### src/rtl/iterative_alu.sv
// iterative_alu: EX-stage ALU with valid/ready handshake; iterative RV32M mul/div when ITER_ALU_MULDIV_EN is defined
module iterative_alu #(
    parameter int XLEN = 32,
    parameter int SHW  = $clog2(XLEN)
) (
    input  logic            clk,
    input  logic            reset,
    input  logic            inValid,
    output logic            inReady,
    input  logic [4:0]      ALUControl,
    input  logic [XLEN-1:0] operand1,
    input  logic [XLEN-1:0] operand2,
    output logic            outValid,
    input  logic            outReady,
    output logic [XLEN-1:0] resultALU,
    output logic            zero,
    output logic            busy
);
    typedef enum logic [1:0] {IDLE, MUL, DIV, DONE} state_t;
    state_t state_q, state_d;
    logic [XLEN-1:0] result_q, result_d, alu_res;
    logic zero_q, zero_d, out_valid_q, out_valid_d, in_ready_q, in_ready_d;
    logic accept, upd, eq, lt_s, lt_u;
    logic [SHW-1:0] shamt;
    assign shamt = operand2[SHW-1:0];
    assign accept = inValid & in_ready_q;
    assign eq = operand1 == operand2;
    assign lt_s = $signed(operand1) < $signed(operand2);
    assign lt_u = operand1 < operand2;
    assign inReady = in_ready_q;
    assign outValid = out_valid_q;
    assign resultALU = result_q;
    assign zero = zero_q;
    always_comb begin
        alu_res = operand1 + operand2;
        case (ALUControl)
            5'b00000: alu_res = operand1 & operand2;
            5'b00001: alu_res = operand1 | operand2;
            5'b00011: alu_res = operand1 ^ operand2;
            5'b00100: alu_res = operand1 << shamt;
            5'b00101: alu_res = operand1 >> shamt;
            5'b00110: alu_res = operand1 - operand2;
            5'b00111: alu_res = $signed(operand1) >>> shamt;
            5'b01000: alu_res = {{(XLEN-1){1'b0}}, ~eq};
            5'b01001: alu_res = {{(XLEN-1){1'b0}}, eq};
            5'b01010: alu_res = {{(XLEN-1){1'b0}}, ~lt_s};
            5'b01011: alu_res = {{(XLEN-1){1'b0}}, lt_s};
            5'b01100: alu_res = {{(XLEN-1){1'b0}}, ~lt_u};
            5'b01101: alu_res = {{(XLEN-1){1'b0}}, lt_u};
            5'b01110: alu_res = {{(XLEN-1){1'b0}}, lt_s};
            5'b01111: alu_res = {{(XLEN-1){1'b0}}, lt_u};
            default:  alu_res = operand1 + operand2;
        endcase
    end
`ifdef ITER_ALU_MULDIV_EN
    localparam logic [XLEN-1:0] min_val = {1'b1, {(XLEN-1){1'b0}}};
    logic [XLEN-1:0] hi_q, hi_d, lo_q, lo_d, m_q, m_d, ma, mb, hi_nx, lo_nx, fix_res;
    logic [SHW-1:0] cnt_q, cnt_d;
    logic [2:0] op_q, op_d;
    logic neg_q, neg_d, busy_q, busy_d, sa, sb;
    logic [XLEN:0] mul_sum, div_sh, div_diff;
    logic [2*XLEN-1:0] prod;
    assign sa = operand1[XLEN-1] & (ALUControl[2] ? ~ALUControl[0] : ALUControl[1:0] != 2'b11);
    assign sb = operand2[XLEN-1] & ~(ALUControl[2] ? ALUControl[0] : ALUControl[1]);
    assign ma = sa ? -operand1 : operand1;
    assign mb = sb ? -operand2 : operand2;
    assign mul_sum = {1'b0, hi_q} + (lo_q[0] ? {1'b0, m_q} : '0);
    assign div_sh = {hi_q, lo_q[XLEN-1]};
    assign div_diff = div_sh - {1'b0, m_q};
    assign hi_nx = state_q == MUL ? mul_sum[XLEN:1] : (div_diff[XLEN] ? div_sh[XLEN-1:0] : div_diff[XLEN-1:0]);
    assign lo_nx = state_q == MUL ? {mul_sum[0], lo_q[XLEN-1:1]} : {lo_q[XLEN-2:0], ~div_diff[XLEN]};
    // sign fix-up is folded into the last iteration so the result lands XLEN cycles after entering MUL/DIV
    assign prod = neg_q ? -{hi_nx, lo_nx} : {hi_nx, lo_nx};
    assign fix_res = op_q[2] ? (op_q[1] ? (neg_q ? -hi_nx : hi_nx) : (neg_q ? -lo_nx : lo_nx))
                             : (op_q[1:0] == 2'b00 ? prod[XLEN-1:0] : prod[2*XLEN-1:XLEN]);
    assign busy = busy_q;
`else
    assign busy = 1'b0;
`endif
    always_comb begin
        state_d = state_q;
        result_d = result_q;
        out_valid_d = out_valid_q;
        upd = 1'b0;
`ifdef ITER_ALU_MULDIV_EN
        hi_d = hi_q;
        lo_d = lo_q;
        m_d = m_q;
        cnt_d = cnt_q;
        op_d = op_q;
        neg_d = neg_q;
`endif
        if (accept) begin
            state_d = DONE;
            out_valid_d = 1'b1;
            result_d = alu_res;
            upd = 1'b1;
`ifdef ITER_ALU_MULDIV_EN
            if (ALUControl[4:3] == 2'b10) begin
                hi_d = '0;
                lo_d = ALUControl[2] ? ma : mb;
                m_d = ALUControl[2] ? mb : ma;
                cnt_d = '0;
                op_d = ALUControl[2:0];
                neg_d = (ALUControl[2] & ALUControl[1]) ? sa : sa ^ sb;
                if (ALUControl[2] && operand2 == '0)
                    result_d = ALUControl[1] ? operand1 : '1;
                else if (ALUControl[2] && !ALUControl[0] && operand1 == min_val && operand2 == '1)
                    result_d = ALUControl[1] ? '0 : min_val;
                else begin
                    state_d = ALUControl[2] ? DIV : MUL;
                    out_valid_d = 1'b0;
                    result_d = result_q;
                    upd = 1'b0;
                end
            end
`else
            if (ALUControl[4:3] == 2'b10)
                result_d = '0;
`endif
        end else if (out_valid_q && outReady) begin
            state_d = IDLE;
            out_valid_d = 1'b0;
        end
`ifdef ITER_ALU_MULDIV_EN
        else if (state_q == MUL || state_q == DIV) begin
            hi_d = hi_nx;
            lo_d = lo_nx;
            cnt_d = cnt_q + 1'b1;
            if (&cnt_q) begin
                state_d = DONE;
                out_valid_d = 1'b1;
                result_d = fix_res;
                upd = 1'b1;
            end
        end
        busy_d = state_d == MUL || state_d == DIV;
`endif
        zero_d = upd ? result_d == '0 : zero_q;
        in_ready_d = state_d == IDLE;
    end
    always_ff @(posedge clk) begin
        if (reset) begin
            state_q <= IDLE;
            result_q <= '0;
            zero_q <= 1'b0;
            out_valid_q <= 1'b0;
            in_ready_q <= 1'b1;
`ifdef ITER_ALU_MULDIV_EN
            hi_q <= '0;
            lo_q <= '0;
            m_q <= '0;
            cnt_q <= '0;
            op_q <= '0;
            neg_q <= 1'b0;
            busy_q <= 1'b0;
`endif
        end else begin
            state_q <= state_d;
            result_q <= result_d;
            zero_q <= zero_d;
            out_valid_q <= out_valid_d;
            in_ready_q <= in_ready_d;
`ifdef ITER_ALU_MULDIV_EN
            hi_q <= hi_d;
            lo_q <= lo_d;
            m_q <= m_d;
            cnt_q <= cnt_d;
            op_q <= op_d;
            neg_q <= neg_d;
            busy_q <= busy_d;
`endif
        end
    end
endmodule
### config.mk
export PLATFORM = sky130hd
export DESIGN_NAME = iterative_alu
export DESIGN_NICKNAME = d
export VERILOG_FILES = /design/src/rtl/iterative_alu.sv
export SDC_FILE = /design/constraint.sdc
export NUM_CORES = 1
export LEC_CHECK = 0
export ABC_AREA = 1
export CORE_MARGIN = 10
export CORE_UTILIZATION = 45
export DETAILED_ROUTE_END_ITERATION = 8
export GPL_TIMING_DRIVEN = 0
export PLACE_DENSITY = 0.78
export SLEW_MARGIN = 25
export SYNTH_ARGS = -nofsm -noshare
export SYNTH_HDL_FRONTEND = slang
export SYNTH_SLANG_ARGS = --single-unit
### constraint.sdc
create_clock -name clk -period 2.85 [get_ports clk]
set_input_delay 0.285 -clock clk [delete_from_list [all_inputs] [get_ports clk]]
set_output_delay 0.285 -clock clk [all_outputs]
set_load 0.01 [all_outputs]
==> run_results.csv <==
group,metric,value,unit
status,status,"finished, violations left",
status,violations,"DRC, setup timing",
yosys,synth_top_area_share,26.10,%
timing,worstMarginPinSlew,938.2,ps
yosys,synth_largest_area_cell,"nand2_1",
clocking,clock-sinks,37,
place,portBuffers,106,
global_route,antenna_found_initial,1,
power,leakage,8.085,nW
timing,fin_crit,3105,ps
floorplan,rows,59,
hold_path,worstHoldStart,"reset",
routing,vias,18100,
yosys,synth_area_leaders,"nand2_1 (26%), nand3_1 (17%), inv_1 (10%), ha_1 (10%), nor2_1 (6.7%)",
timing,setup_viol,1,
flow_run,max_cap_violations,0,
place,hpwl,57600,microns
routing,drt_iter0_drc,3115,
yosys,syn_avg_cell_area,4.968,sq um
power,total_power,0.004468,W
setup_path,cp.arrival,3330,ps
floorplan,start_util,45.60,%
power,p_seq_share,13.0,%
yosys,syn_nets,2557,
hold_path,hp-class,"in -> reg",
clocking,cts_tree,"yes",
routing,postRouteAntennaNets,0,
global_route,grt_pass1_wl,104900,microns
setup_path,end_kind,"flop",
floorplan,die_y,182.3,microns
timing,setup_slack,-254.8,ps
yosys,ys_seq_area_share,6.251,%
power,p_sw,0.002403,W
global_route,grt_max_degree,15,
place,gp_congestion,1.150,
global_route,track_usage,41.17,%
power,switching_share,53.77,%
setup_path,regToRegStartpoint,"inReady$_SDFF_PP1_",
setup_path,crit_path_start,"operand2[2]",
yosys,syn_area,0.01185,sq mm
routing,viasPerCell,6.262,
routing,dr.pass1.iters,9,
power,max-vdd-ir-drop,0.0006709,V
setup_path,critPathKind,"in -> reg",
floorplan,fp.coreArea,0.02598,sq mm
power,p_int,0.002065,W
yosys,synth_cell_types,52,
timing,maxSlewViolCount,0,
setup_path,cp_data_required_time,3070,ps
finish,finalNetCount,2723,
clocking,cts_buffer_depth,2,
finish,final_util,59.11,%
timing,skew,7.218,ps
clocking,h-tree-depth,2,
setup_path,crit_fanout,10,
routing,drcViolationCount,50,
clocking,clk_latency,290,ps
power,pwr_density_cell,290.9,mW/mm^2
floorplan,dieWidth,182.3,microns
yosys,ys_seq_elements,37,
power,power_frac_clock,16.3,%
yosys,netlist_instances,2385,
floorplan,dieArea,0.03322,sq mm
clocking,cts_hold_repair.buffers,0,
setup_path,critPathLaunchType,"input port",
clocking,cts_root_buf,"clkbuf_16",
timing,fmax,322.1,MHz
timing,slew_headroom,37.46,%
timing,hold_viol_final,0,
routing,wl,72620,microns
routing,routedWlPerCell,25.13,microns
clocking,cts_inserted_buffers,5,
floorplan,ios,109,
finish,synthToLayoutAreaGrowth,29.63,%
timing,post-route-period-util,108.9,%
finish,drive_gt1_share,17.28,%
yosys,ys_warn_count,0,
place,dp_slack,-1805,ps
global_route,overflow,0,
timing,rsz0062_at_grt,"yes",
global_route,grt_pass1_vias,16840,
clocking,path_clk_slew,60,ps
power,p_comb_share,70.7,%
## power groups by stage
stage / combinational [W] / clock, W / sequential, W
floorplan: 0.00150 / 0 / 0.000603
global placement: 0.00248 / 0 / 0.000588
detailed placement: 0.00249 / 0 / 0.000590
CTS: 0.00284 / 0.000724 / 0.000580
global route: 0.00331 / 0.000739 / 0.000583
finish: 0.00316 / 0.000729 / 0.000581
## worst paths after layout
path                                    to  slack (ps)  depth (start not counted)
setup / recovery         zero$_SDFFE_PP0P_        -250                         17
hold / removal    resultALU[14]$_SDFF_PP0_         370                          2
setup reg to reg         zero$_SDFFE_PP0P_         200                         11
hold reg to reg      state_q[1]$_SDFF_PP0_         490                          2
## cell usage in the layout (no fill, tap or decap), types with 19 or more instances in the layout
cell type	synthesis	routed
clkbuf_1	32	24
buf_6	8	25
buf_2	45	24
ha_1	97	74
nor2_1	213	141
a21oi_2	2	25
buf_4	9	70
o211ai_1	20	20
nand2_1	824	771
a21oi_1	116	88
nor3_1	29	19
inv_2	9	24
inv_1	328	309
nor2_2	6	44
nand4_1	29	29
nand2_2	4	47
dfxtp_1	37	37
ha_4	0	20
nand3_1	408	387
dlygate4sd2_1	0	19
nor2_4	0	34
o21ai_1	5	19
o21ai_0	71	48
clkdlybuf4s50_1	0	45
## routing by layer
layer / vias up / global-route usage [%] / wire length, microns
li1: 7969 / - / -
met1: 8192 / 52.82 / 27590
met2: 1586 / 56.30 / 27230
met3: 348 / 17.82 / 12350
met4: 2 / 22.23 / 5432
met5: - / 0 / 13
## timing repair
item,in CTS,in global routing
pin swaps,54,44
setup buffers,45,13
setup endpoints to repair,32,1
gates resized for setup,432,127
## area by class of cell
cell class | instances | area, sq um
repair buffers | 164 | 1451
clock inverters | 3 | 65.06
clock buffers | 5 | 125.1
inverters | 340 | 1308
plain buffers | 96 | 710.7
well taps | 335 | 419.2
multi-input cells | 1907 | 10530
flip-flops and latches | 37 | 740.7
fillers | 2679 | 10630
diodes | 3 | 7.507
## metrics by stage
step,area [sq um],instances,hold slack [ps],setup TNS [ps]
6_report,15360,2890,367.0,-254.8
5_1_grt,15350,2887,413.7,-304.5
4_1_cts,14960,2874,369.9,0
3_5_place_dp,13330,2826,469.2,-33000
3_3_place_gp,13330,2826,452.2,-33510
2_1_floorplan,11850,2385,442.9,0
## logic make-up after synthesis
group	count (synthesis)	synth area share, %
other	1	0.03165
buffers and inverters	441	15.30
adder cells (fa/ha/maj)	99	10.58
flip-flops	37	6.251
AND/OR/NAND/NOR	1541	55.06
XOR/XNOR	2	0.1479
AO/OA/AOI/OAI	264	12.63
## critical path, stage by stage
cell	delay, ps
buf_4	120
buf_6	100
buf_4	110
buf_2	320
buf_1	610
o211ai_1	200
nand3_1	220
nand2_1	80
nor2_1	210
nand2_1	160
a21oi_2	190
nand3_1	90
nor2_1	170
nand2_1	100
nor2_2	130
nand3_2	80
a21oi_2	110
## flip-flops by register name, indices dropped and copies added, names as in the netlist
register	count
state_q	2
zero	1
outValid	1
inReady	1
resultALU	32
## synth_stat cells (all sizes together)
cell type / number
conb: 1
ha: 97
a21oi: 118
nand3b: 2
a21boi: 13
nor4: 2
o211ai: 20
dfxtp: 37
nor3: 30
o21a: 3
o211a: 1
o2111ai: 2
o21bai: 8
and3: 4
a211oi: 1
a22oi: 1
xor2: 2
clkbuf: 35
nor2: 219
nand4: 29
fa: 2
nand2: 828
o22ai: 15
nor3b: 1
o21ai: 76
a21o: 1
a221oi: 1
clkinv: 2
and2: 10
nand3: 410
inv: 338
o221ai: 3
or2: 6
a31o: 1
buf: 66
Note: power is estimated with default switching activity, not from simulation.
